`src/rtl/dram_arbiter.sv`:
```
// rtl/dram_arbiter.sv - round-robin arbiter sharing one DRAM port between two requesters
module dram_arbiter #(
   parameter int AW     = 16,
   parameter int DW     = 16,
   parameter int RD_LAT = 1
) (
   input  logic          Clk1,
   input  logic          Reset,
   input  logic          Req0,
   input  logic          Req1,
   input  logic          RD0,
   input  logic          RD1,
   input  logic          WR0,
   input  logic          WR1,
   input  logic [AW-1:0] Addr0,
   input  logic [AW-1:0] Addr1,
   input  logic [DW-1:0] WData0,
   input  logic [DW-1:0] WData1,
   output logic          Ack0,
   output logic          Ack1,
   output logic [DW-1:0] RData0,
   output logic [DW-1:0] RData1,
   output logic [AW-1:0] MemAddr,
   output logic          MemRD,
   output logic          MemWR,
   output logic [DW-1:0] MemWData,
   input  logic [DW-1:0] MemRData,
   output logic          Busy,
   output logic          GntId
);

   typedef enum logic [1:0] {IDLE, ISSUE, WAIT, DONE} state_t;
   typedef enum logic [1:0] {OP_NOP, OP_RD, OP_WR} op_t;

   localparam logic [2:0] LAT = RD_LAT[2:0];

   state_t     state, state_nxt;
   op_t        op;
   logic       last;
   logic [2:0] cnt;
   logic       win, win_rd, win_wr, capture;

   // A tie goes to the port that was not served last.
   always_comb begin
      win    = (Req0 && Req1) ? ~last : Req1;
      win_rd = win ? RD1 : RD0;
      win_wr = win ? WR1 : WR0;
   end

   always_comb begin
      state_nxt = state;
      capture   = 1'b0;
      case (state)
         IDLE:  if (Req0 || Req1) state_nxt = ISSUE;
         ISSUE: begin
            if (op == OP_RD && LAT != 3'd0) begin
               state_nxt = WAIT;
            end else begin
               state_nxt = DONE;
               capture   = (op == OP_RD);
            end
         end
         WAIT: begin
            if (cnt == LAT) begin
               state_nxt = DONE;
               capture   = 1'b1;
            end
         end
         DONE:    state_nxt = IDLE;
         default: state_nxt = IDLE;
      endcase
   end

   always_ff @(posedge Clk1) begin
      if (Reset) begin
         state    <= IDLE;
         op       <= OP_NOP;
         last     <= 1'b1;
         cnt      <= 3'd0;
         Ack0     <= 1'b0;
         Ack1     <= 1'b0;
         RData0   <= '0;
         RData1   <= '0;
         MemAddr  <= '0;
         MemRD    <= 1'b0;
         MemWR    <= 1'b0;
         MemWData <= '0;
         Busy     <= 1'b0;
         GntId    <= 1'b0;
      end else begin
         state <= state_nxt;
         Busy  <= (state_nxt != IDLE);
         MemRD <= 1'b0;
         MemWR <= 1'b0;
         Ack0  <= 1'b0;
         Ack1  <= 1'b0;
         // Strobes are registered, so they are launched on the edge that enters ISSUE.
         if (state == IDLE && state_nxt == ISSUE) begin
            GntId    <= win;
            last     <= win;
            MemAddr  <= win ? Addr1 : Addr0;
            MemWData <= win ? WData1 : WData0;
            op       <= win_wr ? OP_WR : (win_rd ? OP_RD : OP_NOP);
            MemWR    <= win_wr;
            MemRD    <= win_rd & ~win_wr;
            cnt      <= 3'd1;
         end
         if (state == WAIT) cnt <= cnt + 3'd1;
         if (capture) begin
            if (GntId) RData1 <= MemRData;
            else       RData0 <= MemRData;
         end
         if (state_nxt == DONE) begin
            Ack0 <= ~GntId;
            Ack1 <= GntId;
         end
      end
   end

endmodule

```
`config.mk`:
```
export PLATFORM = sky130hd
export DESIGN_NAME = dram_arbiter
export DESIGN_NICKNAME = d
export VERILOG_FILES = /design/src/rtl/dram_arbiter.sv
export SDC_FILE = /design/constraint.sdc
export NUM_CORES = 1
export LEC_CHECK = 0
export ABC_CLOCK_PERIOD_IN_PS = 2300
export CAP_MARGIN = 10
export CORE_ASPECT_RATIO = 1.2
export CORE_MARGIN = 1.5
export CORE_UTILIZATION = 40
export DETAILED_ROUTE_END_ITERATION = 8
export PLACE_DENSITY = 0.9
export SLEW_MARGIN = 20
export SYNTH_ARGS = -nofsm -noshare
export SYNTH_HDL_FRONTEND = slang
export SYNTH_SLANG_ARGS = --single-unit
```
`constraint.sdc`:
```
create_clock -name Clk1 -period 2.3 [get_ports Clk1]
set_clock_uncertainty 0.1 [all_clocks]
set_input_delay 0.46 -clock Clk1 [delete_from_list [all_inputs] [get_ports Clk1]]
set_output_delay 0.46 -clock Clk1 [all_outputs]
set_load 0.02 [all_outputs]
```
-- After elaboration in Yosys (flattened, before gate mapping)
Index checks and enable logic that the tools add are counted.
- flip-flop bits (word level): 78
- input port bits: 88
- output and inout bits: 70
- logic and storage cells: 53
- add/sub/neg operators: 1
- equal/unequal tests: 7
- muxes and demuxes: 15
- bitwise operators: 6
- reduce and logical (&&, ||, !) cells: 10
- operators by type and width (operator ; number):
    two-way mux 16 bit ; 2
    one-hot mux 2 bit (4 select lines) ; 1
    two-way mux 1 bit ; 7
    == test 2 x 1 -> 1 bit, second input constant ; 3
    == test 2 bit, second input constant ; 3
    two-way mux 2 bit ; 3
    two-way mux 3 bit ; 2
    NOT 1 bit ; 5
    AND reduction 2 bit ; 2
    nonzero test 2 bit ; 2
    OR reduction 2 bit ; 2
    adder 3 x 1 -> 3 bit, second input constant ; 1
    == test 3 x 1 -> 1 bit, second input constant ; 1
    logical AND 1 bit ; 2
    logical NOT 2 bit ; 1
    bitwise AND 1 bit ; 1
    logical OR 1 bit ; 1

-- Longest topological paths before layout
- depth in word-level cells: 7
- gate-level depth with buffers: 8
- mapped depth without buffers: 6

-- Worst setup path before layout
OpenSTA, ideal clock, no wires.
- kind: register -> register
- from: register state[0]
- to: register last
- library setup time: 0.125 ns
- arrival: 1.584 ns
- required time: 2.075 ns
- setup slack: 0.491 ns
- stages on the path, launching flop included: 8
- path buffers: 2
- period minus slack after synthesis: 1.809 ns
- cell sequence: dfxtp_1 inv_1 ha_1 or3b_1 buf_6 buf_6 a21oi_2 o21ai_1
- word-level cells in the longest chain between the ends: 4
- elaborated cells between the ends (all ways): 9
- classes of those cells: eq/ne (4); mux (3); reduce/logical (2)
- ends and longest elaborated chain (what ; RTL line ; RTL):
    from (decl) ; 37 ; state_t state, state_nxt;
    from (signal assigned) ; 91 ; state <= state_nxt;
    == test 2 bit, or another cell as far along ; 53 ; case (state)
    one-hot mux 2 bit (4 select lines) * ; 53 ;
    via state_nxt[1] ; 37 ;
    == test 2 x 1 -> 1 bit * ; 98 ; if (state == IDLE && state_nxt == ISSUE) begin
    logical AND 1 bit * ; 98 ;
    to (signal assigned) ; 100 ; last <= win;
    to (decl) ; 39 ; logic last;
Mark *: on every way through the listed nets, which the timed path passes. The rest lies on a longest branch.
A chain may end at the register's enable or synchronous reset.

-- Worst setup path in the final report
- from: register state[0]
- to: register MemAddr[0]
- word-level cells in the longest chain between the ends: 4
- elaborated cells between the ends (all ways): 9
- classes of those cells: eq/ne (4); mux (3); reduce/logical (2)
- ends and longest elaborated chain (what ; RTL line ; RTL):
    == test 2 bit, or another cell as far along ; 53 ;
    one-hot mux 2 bit (4 select lines) * ; 53 ;
    via state_nxt[1] ; 37 ;
    == test 2 x 1 -> 1 bit * ; 98 ;
    logical AND 1 bit * ; 98 ;
    to (signal assigned) ; 101 ; MemAddr <= win ? Addr1 : Addr0;
    to (decl) ; 23 ; output logic [AW-1:0] MemAddr,
Marks and branches as above.

==> summary.md <==
| Metric | Value |
|---|---|
| Yosys cell types | 34 |
| GR Util All Layers | a little over a fifth |
| Critical path endpoint category | register |
| WP data required | 2440 ps |
| CP Max Fanout | 17 |
| Unrepaired setup endpoints after global routing | false |
| Run status | completed |
| Arr. time, crit path | roughly 2200 ps |
| Largest net degree at the start of global routing | 36 |
| Post-detail-place hpwl | about 6.8 mm |
| Initial antenna violation count | 0 |
| Crit Path Class | reg2reg |
| Syn Area/Cell | roughly 8.3 um^2 |
| First drt pass iteration count | 4 |
| Setup TNS Final | 0 ps |
| Layout cells sized above 1 | 10.2% |
| Crit share post-route | around 90% |
| Mapped Area | about 3200 um^2 |
| Max-slew violation count | 0 |
| PortBufs | roughly 160 |
| Most common cell after layout, fill and taps aside | clkdlybuf4s50_1 |
| Highest routed layer | met4 |
| TritonCTS Buffers | 9 |
| Post-Syn Instances | ~380 |
| Post-Route WL | between 9 and 10 mm |
| Placed Area | 4830 um^2 |
| Vias per cell | between 5 and 6 |
| Final GP Congestion | 0.812 |
| Hold WC Path Type | reg2reg |
| Met2 Routed Length | approximately 4.5 mm |
| Slew HR | a little under three fifths |
| Routed Antenna Nets | 0 |
| DRC | 0 |
| Slew of the pin with the lowest slew margin | around 640 ps |
| Final Cell Area | ~5000 um^2 |
| Placed cell count | between 600 and 700 |
| Worst ir drop on vdd | 0.816 mV |
| Setup violations, final | 0 |
| Via count | around 3200 |
| Number of global-route vias before repair | about 3300 |
| Core area | 7660 um^2 |
| # rows | 35 |
| Clock buffer depth | 2 |
| Final hold violation count | 0 |
| Metal-1 WL | about 3.6 mm |
| #FFs+latches synth | 78 |
| Non-Filler Instances | 629 |
| Synth Warn # | 0 |
| Die Y | ~100 um |
| Maxcap violations | 0 |
| Area delta synth->final | 58.9% |
| Sequential element share of the synthesized area | ~49% |
| Post-route minimum period | approximately 2100 ps |
| Initial DRC Count | approximately 130 |
| Initial Util | between 40 and 50% |
| H-tree levels | 3 |
| Post-CTS sizing | 0 |
| Post-CTS setup buffer count | 0 |
| Root buf cell | clkbuf_8 |
| Synth Net Count | between 400 and 500 |
| Die Width | 84.2 um |
| Most frequent cells in the layout | 157 x clkdlybuf4s50_1, 101 x nand2_1, 80 x a21oi_1, 78 x dfxtp_1, 35 x o21ai_0 |
| GRT overflow | 0 |
| Critical path startpoint category | register |
| WL/cell | ~15 um |
| Inserted Diodes | 0 |
| Clock Latency Late Sink | around 340 ps |
| Clock transition at path regs | approximately 90 ps |
| Boundary Pins | about 160 |
| CTS tree | yes |
| Leakage | 1.86 nW |
| Achievable Freq | about 0.48 GHz |
| First-pass GRT wire length | between 10 and 15 mm |
| Power Dens Cells | 1170 nW/um^2 |
| Detail Route met3 WL | slightly above 800 um |
| Post-CTS Hold Buffers | 0 |
| Die Footprint | roughly 8500 um^2 |
| Final #Nets | 625 |
| Clock sink count | just under 80 |
==> flip-flops by register name, indices dropped and copies added (netlist names), 2 cells and up <==
register / count
MemAddr: 16
MemWData: 16
RData0: 16
RData1: 16
cnt: 3
op: 2
state: 2
==> Yosys cell counts <==
master    count  area [um^2]
clkbuf_1     13         48.8
or3_1         1         6.26
nor3_1        1         5.00
inv_1         5         18.8
dfxtp_1      78         1560
nor2b_1       1         6.26
and3b_1       2         17.5
mux2i_1       1         10.0
nand3_1       1         5.00
a221oi_1      1         8.76
a31oi_1       2         12.5
nand2b_1      4         25.0
nand3b_1      1         7.51
nor3b_2       1         12.5
a311oi_1      1         8.76
buf_1         1         3.75
nand2_1     101          379
or3b_1        1         8.76
a21boi_2      1         11.3
a21oi_2      21          184
buf_4         3         22.5
nor3b_1       1         7.51
or2_2         1         6.26
clkbuf_2      2         10.0
and3_1        2         12.5
nor3_2        3         30.0
ha_1          5         62.6
a21oi_1      80          400
o21ai_0      35          175
nor2b_2       1         8.76
a211oi_1      1         7.51
buf_2         6         30.0
buf_6         4         45.0
o21ai_1       1         5.00
==> final timing paths <==
| check | cells past startpoint | endpoint | slack [ps] | start |
|---|---|---|---|---|
| worst max-delay path | 6 | MemAddr[0] | 230 | state[0] |
| worst min-delay path | 2 | RData0[5] | 360 | RData0[5] |
| worst max register to register | 6 | MemAddr[0] | 230 | state[0] |
| worst min register to register | 2 | RData0[5] | 360 | RData0[5] |
==> worst max-delay path, cell delays in order, from the launching register on <==
cell     delay [ps]
dfxtp_1         400
inv_1            80
ha_1            370
or3b_2          540
buf_4           240
a21oi_1         150
a21oi_1          80
==> logic make-up (layout without fill, tap and decap cells) <==
logic type / count (synthesis) / after routing / synth area share (%)
AO/OA/AOI/OAI: 143 / 143 / 25.7
adder cells (fa/ha/maj): 5 / 5 / 1.98
multiplexers: 1 / 1 / 0.316
AND/OR/NAND/NOR: 122 / 122 / 17.0
buffers and inverters: 34 / 188 / 5.65
flip-flops: 78 / 78 / 49.3
==> routing by layer <==
metal / GRT usage (%) / vias to the layer above
met3: 6.66 / 15
met5: 0 / -
met1: 23.8 / 1479
met4: 8.70 / 0
li1: - / 1589
met2: 39.0 / 148
==> power breakdown <==
group / internal [mW] / switching, mW
Combinational: 1.31 / 1.58
Clock: 0.527 / 0.494
Sequential: 1.76 / 0.214
==> area by class of cell <==
cell class	count	area, um^2
fill	621	2640
timing repair buffer	167	1700
sequential	78	1560
multi-input combinational	271	1440
clock buffer	10	138
tap	92	115
clock inverter	6	61.3
inverter	5	18.8
==> through the flow <==
| step | util (%) | setup WS, ps | power (mW) | hold WS, ps |
|---|---|---|---|---|
| after global routing | 65.6 | 124 | 6.28 | 374 |
| after detailed placement | 63.0 | 26.6 | 4.90 | 348 |
| after CTS | 65.6 | 229 | 5.94 | 359 |
| after global placement | 63.0 | 86.1 | 4.80 | 342 |
| after floorplan | - | 491 | 3.71 | 369 |
| final | 65.6 | 233 | 5.88 | 355 |
Power figures use the tool's default switching activity.
